File: config.mk
export PLATFORM = sky130hd
export DESIGN_NAME = ip_commutator
export DESIGN_NICKNAME = d
export VERILOG_FILES = /design/src/rtl/ip_commutator.sv
export SDC_FILE = /design/constraint.sdc
export NUM_CORES = 1
export LEC_CHECK = 0
export BUFFER_PORTS_ARGS = -buffer_cell sky130_fd_sc_hd__buf_2
export CORE_ASPECT_RATIO = 1.5
export CORE_UTILIZATION = 56
export CTS_CLUSTER_SIZE = 14
export DETAILED_ROUTE_END_ITERATION = 10
export PLACE_DENSITY = 0.85
export SYNTH_ARGS = -nofsm -noshare
export SYNTH_HDL_FRONTEND = slang
export SYNTH_SLANG_ARGS = --single-unit
File: constraint.sdc
create_clock -name clk_in -period 2.16 [get_ports clk_in]
set_input_delay 0.108 -clock clk_in [delete_from_list [all_inputs] [get_ports clk_in]]
set_output_delay 0.108 -clock clk_in [all_outputs]
set_load 0.01 [all_outputs]
File: src/rtl/ip_commutator.sv
// Panel commutator: walks the configured panel chain, shifts each panel out on a
// divided serial clock, then latches the external chain and reports frame status.
module ip_commutator #(
  parameter int unsigned SEL_WIDTH  = 2,
  parameter int unsigned PANELS     = 1 << SEL_WIDTH,
  parameter int unsigned PANEL_BITS = 144,
  parameter int unsigned BIT_WIDTH  = 8,
  parameter int unsigned DIV        = 250,
  parameter int unsigned DIV_WIDTH  = 8,
  parameter int unsigned FC_WIDTH   = 16
) (
  input  logic                 clk_in,
  input  logic                 reset_n,
  input  logic                 run,
  input  logic [SEL_WIDTH:0]   ip_count,
  output logic [SEL_WIDTH-1:0] ip_step,
  input  logic [SEL_WIDTH-1:0] ip_sel,
  output logic [0:PANELS-1]    ip_clk,
  output logic [0:PANELS-1]    ip_latch,
  input  logic [0:PANELS-1]    ip_data,
  output logic                 ser_clk,
  output logic                 ser_data,
  output logic                 ser_latch,
  output logic                 ser_enable,
  output logic                 busy,
  output logic                 frame_done,
  output logic [FC_WIDTH-1:0]  frame_count
);

  localparam logic [DIV_WIDTH-1:0] DivLast  = DIV_WIDTH'(DIV - 1);
  localparam logic [DIV_WIDTH-1:0] DivPen   = DIV_WIDTH'(DIV - 2);
  localparam logic [BIT_WIDTH-1:0] BitLast  = BIT_WIDTH'(PANEL_BITS - 1);
  localparam logic [SEL_WIDTH:0]   CountMax = (SEL_WIDTH + 1)'(PANELS);

  typedef enum logic [2:0] {StIdle, StLoad, StLo, StHi, StLatch} state_e;

  state_e                state_q;
  logic [DIV_WIDTH-1:0]  div_q;
  logic [BIT_WIDTH-1:0]  bit_q;
  logic [SEL_WIDTH-1:0]  step_q;
  logic                  ser_clk_q;
  logic                  ser_data_q;
  logic                  ser_latch_q;
  logic                  ser_enable_q;
  logic                  busy_q;
  logic                  frame_done_q;
  logic [FC_WIDTH-1:0]   frame_count_q;

  logic count_ok;
  logic start;
  logic div_last;
  logic sel_data;

  assign count_ok = (ip_count != '0) && (ip_count <= CountMax);
  assign start    = run && count_ok;
  assign div_last = (div_q == DivLast);

  // Strobes and data select go only to the panel addressed by ip_sel.
  always_comb begin
    sel_data = 1'b0;
    ip_clk   = '0;
    ip_latch = '0;
    for (int i = 0; i < PANELS; i++) begin
      if (ip_sel == SEL_WIDTH'(i)) begin
        sel_data    = ip_data[i];
        ip_clk[i]   = (state_q == StHi) && div_last;
        ip_latch[i] = (state_q == StLoad);
      end
    end
  end

  always_ff @(posedge clk_in or negedge reset_n) begin
    if (!reset_n) begin
      state_q       <= StIdle;
      div_q         <= '0;
      bit_q         <= '0;
      step_q        <= '0;
      ser_clk_q     <= 1'b0;
      ser_data_q    <= 1'b0;
      ser_latch_q   <= 1'b0;
      ser_enable_q  <= 1'b0;
      busy_q        <= 1'b0;
      frame_done_q  <= 1'b0;
      frame_count_q <= '0;
    end else begin
      frame_done_q <= 1'b0;
      unique case (state_q)
        StIdle: begin
          if (start) begin
            step_q  <= SEL_WIDTH'(ip_count - 1'b1);
            busy_q  <= 1'b1;
            state_q <= StLoad;
          end
        end
        StLoad: begin
          bit_q   <= '0;
          div_q   <= '0;
          state_q <= StLo;
        end
        StLo: begin
          ser_data_q <= sel_data;
          if (div_last) begin
            div_q     <= '0;
            ser_clk_q <= 1'b1;
            state_q   <= StHi;
          end else begin
            div_q <= div_q + 1'b1;
          end
        end
        StHi: begin
          if (div_last) begin
            div_q     <= '0;
            ser_clk_q <= 1'b0;
            if (bit_q != BitLast) begin
              bit_q   <= bit_q + 1'b1;
              state_q <= StLo;
            end else if (step_q != '0) begin
              step_q  <= step_q - 1'b1;
              state_q <= StLoad;
            end else begin
              ser_latch_q <= 1'b1;
              state_q     <= StLatch;
            end
          end else begin
            div_q <= div_q + 1'b1;
          end
        end
        StLatch: begin
          // Raised one cycle early so the registered pulse lands on the final latch cycle.
          if (div_q == DivPen) begin
            frame_done_q <= 1'b1;
          end
          if (div_last) begin
            div_q         <= '0;
            ser_latch_q   <= 1'b0;
            ser_enable_q  <= 1'b1;
            frame_count_q <= frame_count_q + 1'b1;
            if (start) begin
              step_q  <= SEL_WIDTH'(ip_count - 1'b1);
              state_q <= StLoad;
            end else begin
              busy_q  <= 1'b0;
              state_q <= StIdle;
            end
          end else begin
            div_q <= div_q + 1'b1;
          end
        end
        default: state_q <= StIdle;
      endcase
    end
  end

  assign ip_step     = step_q;
  assign ser_clk     = ser_clk_q;
  assign ser_data    = ser_data_q;
  assign ser_latch   = ser_latch_q;
  assign ser_enable  = ser_enable_q;
  assign busy        = busy_q;
  assign frame_done  = frame_done_q;
  assign frame_count = frame_count_q;

endmodule

# Word-level counts from Yosys, hierarchy flattened

Cells that the tools add are included.

Input port bits: 12
Output and inout port bits: 32
Flip-flop bits (word level): 43

Reduce and logical (&&, ||, !) cells: 21
Equal/unequal tests: 19
Mux-type cells: 44
Order comparisons: 1
Add/sub/neg operators: 5

Operators by type and width:

| operator                | count |
|---|---|
| $pmux W8 S2             | 2 |
| $mux W8                 | 3 |
| $mux W1                 | 23 |
| $mux W3                 | 6 |
| $add A16 B1 Y16 const B | 1 |
| $add A8 B1 Y8 const B   | 2 |
| $eq A8 B8 Y1 const B    | 2 |
| $pmux W3 S5             | 1 |
| $ne A2 B2 Y1 const B    | 7 |
| $reduce_bool A2 Y1      | 6 |
| $mux W2                 | 5 |
| $reduce_and A5 Y1       | 2 |
| $ne A8 B8 Y1 const B    | 1 |
| $reduce_and A4 Y1       | 2 |
| $eq A3 B2 Y1 const B    | 2 |
| $pmux W1 S2             | 3 |
| $pmux W2 S3             | 1 |
| $reduce_and A3 Y1       | 2 |
| $reduce_bool A3 Y1      | 2 |
| $eq A2 B2 Y1 const B    | 2 |
| $ne A2 B1 Y1 const B    | 2 |
| $sub A2 B1 Y2 const B   | 2 |
| $eq A3 B1 Y1 const B    | 1 |
| $eq A3 B3 Y1 const B    | 1 |
| other kinds (7)         | 9 |

# Longest topological paths before layout

Gate-level depths: netlist of run 1.

Depth after elaboration: 6
Mapped depth: 7
Depth with buffers taken out: 6

# Least setup slack after synthesis of run 1

OpenSTA, ideal clock, no wires.

Path kind: flip-flop to flip-flop
Start: register bit_q[0]
End: register bit_q[7]
Period minus slack after synthesis: 1909 ps
Arrival time: 1823 ps
Setup slack: 251 ps
Stages on the path, launching flop included: 8
Buffers on the path: 2
Required time: 2073 ps
Path through: dfrtp_1 > ha_1 > and3_1 > clkbuf_1 > and2_1 > clkbuf_1 > or4_1 > o211ai_1

Cells in the longest elaborated chain, start to end: 4

Ends and longest elaborated chain:

| element                | line | RTL |
|---|---|---|
| from (decl)            | 39   | `logic [BIT_WIDTH-1:0] bit_q;` |
| from (signal assigned) | 115  | `bit_q <= bit_q + 1'b1;` |
| $add A8 B1 Y8          | 115  |  |
| $mux W8                | 114  | `if (bit_q != BitLast) begin` |
| $mux W8                | 111  | `if (div_last) begin` |
| $pmux W8 S2            | 87   | `unique case (state_q)` |

Parallel ways exist; a longest one is shown, timed or not. The select of a mux whose other input is x is not followed.
A chain may end at the register's enable or synchronous reset.

# Final worst setup path of run 1

Start: register div_q[1]
End: output ip_clk[0] in the netlist's numbering

Cells in the longest elaborated chain, start to end: 3

Ends and longest elaborated chain:

| element                | line | RTL |
|---|---|---|
| from (decl)            | 38   | `logic [DIV_WIDTH-1:0] div_q;` |
| from (signal assigned) | 107  | `div_q <= div_q + 1'b1;` |
| from (signal assigned) | 125  | `div_q <= div_q + 1'b1;` |
| from (signal assigned) | 146  | `div_q <= div_q + 1'b1;` |
| $eq A8 B8 Y1           | 56   | `assign div_last = (div_q == DivLast);` |
| $logic_and A1 B1 Y1    | 66   | `ip_clk[i] = (state_q == StHi) && div_last;` |
| $mux W1                | 64   | `if (ip_sel == SEL_WIDTH'(i)) begin` |
| to (decl)              | 18   | `output logic [0:PANELS-1] ip_clk,` |

No other way between the ends.

==> results.sh, run 1 <==
export IMPL_startpoint_type="flip-flop"
export IMPL_synthMuxAreaShare=0.03473
export IMPL_root_buffer="clkbuf_8"
export IMPL_synth_fp_nets=274
export IMPL_place_gp_congestion=0.8977
export IMPL_ant_nets=0
export IMPL_wl_mm=5.581
export IMPL_fin_cells=351
export IMPL_io_buffer_count=43
export IMPL_grt_overflow=0
export IMPL_stdcell_area_sq_um=2910
export IMPL_crit_start="div_q[1]"
export IMPL_final_hold_viol_count=0
export IMPL_leakage_nw=1.403
export IMPL_fillerInstances=336
export IMPL_synth_avg_cell_area_sq_um=9.674
export IMPL_dieArea_sq_um=4715
export IMPL_clock_latency_ns=0.30
export IMPL_max_slew_worst_pin_slew_ns=0.9540
export IMPL_h_tree_depth=2
export IMPL_post_cts_buffers=0
export IMPL_seq_area_sq_um=1076
export IMPL_worstHoldEndpoint="busy"
export IMPL_grt_max_degree=44
export IMPL_r2r_setup_slack_ns=0.15
export IMPL_reg2reg_depth=4
export IMPL_finalClockSkew_ns=0.009912
export IMPL_syn2layout_area_growth_pct=17.06
export IMPL_crit_path_max_fanout=9
export IMPL_cts_buffers=5
export IMPL_fmax_mhz=485.5
export IMPL_tritoncts="built"
export IMPL_nets=321
export IMPL_cts_sinks=43
export IMPL_antenna_found_initial=0
export IMPL_yosys_area_share_simple=0.2567
export IMPL_hp_class="input port to flip-flop"
export IMPL_critPathRequiredTime_ns=2.05
export IMPL_yosys_area_share_xor_xnor=0.07046
export IMPL_grt_pass1_vias=2111
export IMPL_drt_iter0_markers=109
export IMPL_yosys_warnings=0
export IMPL_synth_cell_type_count=59
export IMPL_seq_area_frac_synth=0.4328
export IMPL_fin_crit_sh=0.9537
export IMPL_start_util=0.5856
export IMPL_criticalPathCategory="flip-flop to output pin"
export IMPL_die_y_um=83.61
export IMPL_dp_hpwl_mm=3.984
export IMPL_finalCriticalPeriod_ns=2.060
export IMPL_firstDrtPassIters=5
export IMPL_drive_gt1_frac=0.2361
export IMPL_yosysTopAreaCellShare=0.4328
export IMPL_endpoint_kind="output pin"
export IMPL_post_drt_wl_per_cell_um=15.90
export IMPL_clk_path_buf_depth=2
export IMPL_async_flop_share=1.000
export IMPL_vdd_drop_max_mv=0.5007
export IMPL_yosys_area_top_type="dfrtp_1"
export IMPL_status="completed"
export IMPL_slew_violations=0
export IMPL_yosysMostFrequentCell="dfrtp_1"
export IMPL_ys_ff_latch=43
export IMPL_die_w_um=56.40
export IMPL_r2r_start="div_q[2]"
export IMPL_dp_cells=342
export IMPL_ios=44
export IMPL_synth_top_family_by_area="simple AND/OR/NAND/NOR gates"
export IMPL_grt_pass1_wl_mm=9.515
export IMPL_placed_area_sq_um=2769
export IMPL_multiInputGateArea_sq_um=1326
export IMPL_synth_edf_count=0
export IMPL_row_count=29
export IMPL_setup_viol=0
export IMPL_synth_area_top_cells="dfrtp_1 (43%), xnor2_1 (4.6%), nand3_1 (3.8%)"
export IMPL_pwr_density_cell_nw_per_um2=511.3
export IMPL_hold_path_depth=3
export IMPL_drc=0
export IMPL_clk_pin_slew_ns=0.08
export IMPL_finalSetupTns_ns=0
export IMPL_via_count=2219
export IMPL_yosys_area_share_adder=0.02516
export IMPL_cp_arrival_ns=1.95
export IMPL_avgViaCountPerCell=6.322
export IMPL_synth_compound_area_frac=0.1404
export IMPL_max_slew_margin=0.3640
export IMPL_core_area_sq_um=4245
export IMPL_cap_viol_max_count=0
export IMPL_synthesis_area_sq_um=2486
export IMPL_worstReg2RegEnd="bit_q[7]"
export IMPL_rsz0062_at_grt="no"
export IMPL_synthFlopType="dfrtp_1"
export IMPL_diodes=0
export IMPL_hp_start="run"
export IMPL_synth_common_cells="dfrtp_1 (43), nand2_1 (20), nand3_1 (19)"
export IMPL_grt_usage=0.2508
export IMPL_syn_instance_count=257
## metrics by stage
stage / hold WS (ns) / util / power [mW] / worst slack (ns)
2_1_floorplan: -0.1876 / - / 0.8415 / 0.2507
3_3_place_gp: 0.2953 / 0.6522 / 0.8729 / 0.2816
4_1_cts: 0.06072 / 0.6817 / 1.498 / 0.01181
3_5_place_dp: 0.3136 / 0.6522 / 0.8748 / 0.1669
5_1_grt: 0.09128 / 0.6855 / 1.536 / 0.003759
6_report: 0.06113 / 0.6855 / 1.488 / 0.1001
## logic make-up after synthesis
kind of cell	count (synthesis)
flip-flops	43
AND/OR/NAND/NOR	115
buffers and inverters	22
multiplexers	7
XOR/XNOR	20
adder cells (fa/ha/maj)	5
AO/OA/AOI/OAI	45
## sequential cells by signal, summed over array words and instances, names as in the netlist
signal,count
bit_q,8
busy,1
div_q,8
frame_count,16
frame_done,1
ip_step,2
ser_clk,1
ser_data,1
ser_enable,1
ser_latch,1
state_q,3
## timing repair
item	4_1_cts	5_1_grt
pin swaps	0	1
resized for setup	1	3
gates cloned	0	0
endpoints found under the setup margin	3	4
hold buffers	1	0
endpoints found under the hold margin	35	0
## power by group
part / internal [mW] / total, mW / switching (mW) / leakage, nW
logic: 0.0203 / 0.0528 / 0.0325 / 0.777
clock network: 0.344 / 0.628 / 0.284 / 0.0581
registers: 0.806 / 0.807 / 0.000975 / 0.568
## worst max path at each step
stage                 to  slack [ns]  cells past startpoint
2_1_floorplan   bit_q[7]        0.25                      7
3_3_place_gp    bit_q[7]        0.28                      4
3_5_place_dp    bit_q[7]        0.17                      5
4_1_cts        ip_clk[0]        0.01                      8
5_1_grt        ip_clk[0]       0.004                      8
6_report       ip_clk[0]        0.10                      8
## final cells by class
type | instances | area share
inverters | 7 | 0.009028
clock buffers | 5 | 0.02365
repair buffers | 55 | 0.1071
well taps | 46 | 0.01978
flip-flops and latches | 43 | 0.3697
clock inverters | 3 | 0.01505
multi-input cells | 192 | 0.4557
## critical path: stages, from the launching register on
cell      delay, ns
dfrtp_1        0.41
inv_1          0.13
ha_4           0.18
nand4b_1       0.19
nor2_2         0.18
buf_6          0.15
nand2_1        0.12
nor3_1         0.15
buf_2          0.15
## per-layer routing
metal	track usage	share of wire
met1	0.2924	0.39
met2	0.4643	0.56
met3	0.03411	0.038
met4	0.07982	0.016
met5	0	0
## cell usage in the layout (no fill, tap or decap), types with 2 or more instances in the layout
cell type  count
dfrtp_1       43
buf_2         43
nand2_1       20
nand3_1       19
nor2_1        16
nor3_1        13
xnor2_1       13
buf_4         10
nand4_1        9
o211ai_1       8
inv_1          7
and3_1         7
xor2_1         7
a22o_1         6
nand2b_1       5
clkbuf_8       5
and4_1         4
nor4_1         4
a21oi_1        4
ha_1           4
o21ai_0        3
mux2i_1        3
mux2_2         3
a21o_1         3
nand4b_1       2
a31oi_1        2
a221o_1        2
and2_1         2
o311ai_0       2
or3_1          2
No activity file was read; power rests on OpenSTA's default activity.
==> run 2, diff against run 1 <==
--- a/config.mk
+++ b/config.mk
@@ -5,12 +5,13 @@
 export SDC_FILE = /design/constraint.sdc
 export NUM_CORES = 1
 export LEC_CHECK = 0
+export ABC_AREA = 1
 export BUFFER_PORTS_ARGS = -buffer_cell sky130_fd_sc_hd__buf_2
 export CORE_ASPECT_RATIO = 1.5
 export CORE_UTILIZATION = 56
 export CTS_CLUSTER_SIZE = 14
 export DETAILED_ROUTE_END_ITERATION = 10
-export PLACE_DENSITY = 0.85
+export PLACE_DENSITY = 0.84
 export SYNTH_ARGS = -nofsm -noshare
 export SYNTH_HDL_FRONTEND = slang
 export SYNTH_SLANG_ARGS = --single-unit
==> run 2 against run 1 <==
Net effect:
- the run now ends with design-rule violations left
- die area up 5.8%
- power up 50%
- worst hold slack improved by 0.085 ns
==> results.sh, run 2 <==
export IMPL_cap_viol_max_count=0
export IMPL_cp_arrival_ns=1.80
export IMPL_async_flop_share=1.000
export IMPL_yosysMostFrequentCell="nand2_1"
export IMPL_finalCriticalPeriod_ns=1.903
export IMPL_synth_common_cells="nand2_1 (113), dfrtp_1 (43), nor2_1 (43)"
export IMPL_synth_edf_count=0
export IMPL_grt_max_degree=44
export IMPL_dieArea_sq_um=4987
export IMPL_vdd_drop_max_mv=0.6824
export IMPL_criticalPathCategory="flip-flop to output pin"
export IMPL_nets=422
export IMPL_root_buffer="clkbuf_8"
export IMPL_p_sw_frac=0.3690
export IMPL_stdcell_area_sq_um=2980
export IMPL_syn_instance_count=360
export IMPL_synthFlopType="dfrtp_1"
export IMPL_yosys_warnings=0
export IMPL_slew_violations=0
export IMPL_clkPwrFrac=0.251
export IMPL_place_gp_congestion=0.9335
export IMPL_hp_class="input port to flip-flop"
export IMPL_synth_avg_cell_area_sq_um=7.316
export IMPL_leakage_nw=1.600
export IMPL_holdWs_ns=0.1457
export IMPL_crit_buf_inv=4
export IMPL_synth_compound_area_frac=0.07601
export IMPL_fin_crit_sh=0.8810
export IMPL_critPathRequiredTime_ns=2.05
export IMPL_ys_ff_latch=43
export IMPL_synth_area_top_cells="dfrtp_1 (41%), nand2_1 (16%), nor2_1 (6.1%)"
export IMPL_synth_top_family_by_area="simple AND/OR/NAND/NOR gates"
export IMPL_grt_usage=0.2331
export IMPL_max_slew_worst_pin_slew_ns=0.9419
export IMPL_slowest_delay_ns=0.41
export IMPL_h_tree_depth=2
export IMPL_cts_sinks=43
export IMPL_pwr_density_cell_nw_per_um2=750.7
export IMPL_clock_latency_ns=0.29
export IMPL_via_count=2354
export IMPL_intPower_mw=1.412
export IMPL_synthMuxAreaShare=0
export IMPL_yosys_area_share_simple=0.3482
export IMPL_grt_overflow=0
export IMPL_fmax_mhz=525.5
export IMPL_r2r_setup_slack_ns=0.39
export IMPL_seqPwrFrac=0.446
export IMPL_clk_pin_slew_ns=0.08
export IMPL_fin_cells=454
export IMPL_diodes=0
export IMPL_finalSetupTns_ns=0
export IMPL_drt_iter0_markers=90
export IMPL_row_count=30
export IMPL_dp_cells=445
export IMPL_cts_buffers=5
export IMPL_syn2layout_area_growth_pct=13.16
export IMPL_ant_nets=0
export IMPL_yosysTopAreaCellShare=0.4086
export IMPL_start_util=0.5847
export IMPL_dp_hpwl_mm=4.149
export IMPL_seq_area_sq_um=1076
export IMPL_setup_viol=0
export IMPL_placed_area_sq_um=2864
export IMPL_status="complete, but fails checks"
export IMPL_die_y_um=86.00
export IMPL_post_drt_wl_per_cell_um=12.05
export IMPL_yosys_area_share_xor_xnor=0.06508
export IMPL_core_area_sq_um=4504
export IMPL_utilization=0.6617
export IMPL_grt_pass1_vias=2264
export IMPL_synth_cell_type_count=32
export IMPL_drc=3
export IMPL_combinationalPowerShare=0.303
export IMPL_io_buffer_count=43
export IMPL_final_hold_viol_count=0
export IMPL_yosys_area_top_type="dfrtp_1"
export IMPL_max_slew_margin=0.3721
export IMPL_firstDrtPassIters=10
export IMPL_crit_path_max_fanout=8
export IMPL_rsz0062_at_grt="no"
export IMPL_yosys_area_share_adder=0.02375
export IMPL_cpMaxStageDelayCell="dfrtp_1"
export IMPL_seq_area_frac_synth=0.4086
export IMPL_finalClockSkew_ns=0.004817
export IMPL_grt_pass1_wl_mm=9.073
export IMPL_crit_top_cell="inv_1"
export IMPL_violations="design-rule violations"
export IMPL_startpoint_type="flip-flop"
export IMPL_endpoint_kind="output pin"
export IMPL_die_w_um=58.00
export IMPL_multiInputGateArea_sq_um=1354
export IMPL_fillerInstances=400
export IMPL_final_common_cell="nand2_1"
export IMPL_antenna_found_initial=0
export IMPL_mostFrequentLayoutCells="nand2_1 (113), dfrtp_1 (43), buf_2 (43)"
export IMPL_clk_path_buf_depth=2
export IMPL_wl_mm=5.469
export IMPL_synth_fp_nets=377
export IMPL_avgViaCountPerCell=5.185
export IMPL_tritoncts="built"
export IMPL_path_cells="inv_1 > ha_1 > inv_1 > nor2_2 > nand2_4 > nor2_2 > inv_1 > nor3_1 > buf_2"
export IMPL_ios=44
export IMPL_p_sw_uw=825.6
export IMPL_drive_gt1_frac=0.1872
export IMPL_synthesis_area_sq_um=2634
export IMPL_largest_reg_flops=16
export IMPL_cpLargestDelayFamily="simple AND/OR/NAND/NOR gates"
## run 2: cell count changes in the layout (fill, tap and decap cells not counted), moves of 7 or more
| cell | delta |
|---|---|
| o21ai_1 | +7 |
| o211ai_1 | -8 |
| buf_4 | -10 |
| inv_1 | +34 |
| nand2_1 | +93 |
| nand2_2 | +8 |
| xnor2_1 | -9 |
| nor2_1 | +26 |
| and3_1 | -7 |
| o21ai_0 | +17 |
| nor3_1 | -7 |
## run 2: kinds of logic (layout without fill, tap and decap cells)
group | Yosys count | in the layout
simple gates | 209 | 209
xor+xnor | 17 | 17
flops | 43 | 43
buf+inv | 49 | 95
compound gates | 37 | 37
fa+ha+maj | 5 | 5
## run 2: timing repair
| action | CTS | global route |
|---|---|---|
| endpoints found under the hold margin | 18 | 0 |
| endpoints found under the setup margin | 0 | 1 |
| resized for setup | 0 | 1 |
| setup buffers | 0 | 0 |
| hold buffers | 1 | 0 |
## run 2: path summary, 6_finish.rpt
path / endpoint / cells past startpoint / from
max: ip_clk[2] / 9 / div_q[1]
min: ser_data / 3 / ip_data[3]
max reg2reg: bit_q[3] / 7 / state_q[2]
min reg2reg: busy / 2 / busy
max in group asynchronous: frame_done / 2 / reset_n
min in group asynchronous: bit_q[7] / 2 / reset_n
## run 2: power groups by stage
stage	clock network, mW	registers [mW]	logic [mW]
final	0.562	0.997	0.679
after global routing	0.611	1.01	0.777
after CTS	0.576	0.995	0.680
after detailed placement	0	1.01	0.674
after global placement	0	1.01	0.658
after floorplan	0	1.01	0.524
## run 2: worst reg2reg max path: cells and delay by family (launching register included)
family / cells / cell delay (ns)
simple gates: 4 / 0.61
compound gates: 1 / 0.23
buf+inv: 2 / 0.43
flops: 1 / 0.41
## run 2: per-layer routing
layer / global-route usage / up-vias / part of all wire
li1: - / 1210 / -
met1: 0.2532 / 1082 / 0.42
met2: 0.4274 / 52 / 0.52
met3: 0.03922 / 10 / 0.035
met4: 0.1104 / 0 / 0.020
met5: 0 / - / 0
## run 2: area by class of cell
class / count / area share
clock buffer: 7 / 0.03233
clock inverter: 1 / 0.002519
tap: 48 / 0.02015
multi-input combinational: 268 / 0.4542
inverter: 43 / 0.05416
sequential: 43 / 0.3610
timing repair buffer: 44 / 0.07557
## run 2: through the flow
stage / total power [mW] / worst slack [ns]
6_report: 2.237 / 0.2570
5_1_grt: 2.395 / 0.05559
4_1_cts: 2.251 / 0.1816
3_5_place_dp: 1.685 / 0.4492
3_3_place_gp: 1.663 / 0.5287
2_1_floorplan: 1.536 / 0.6612
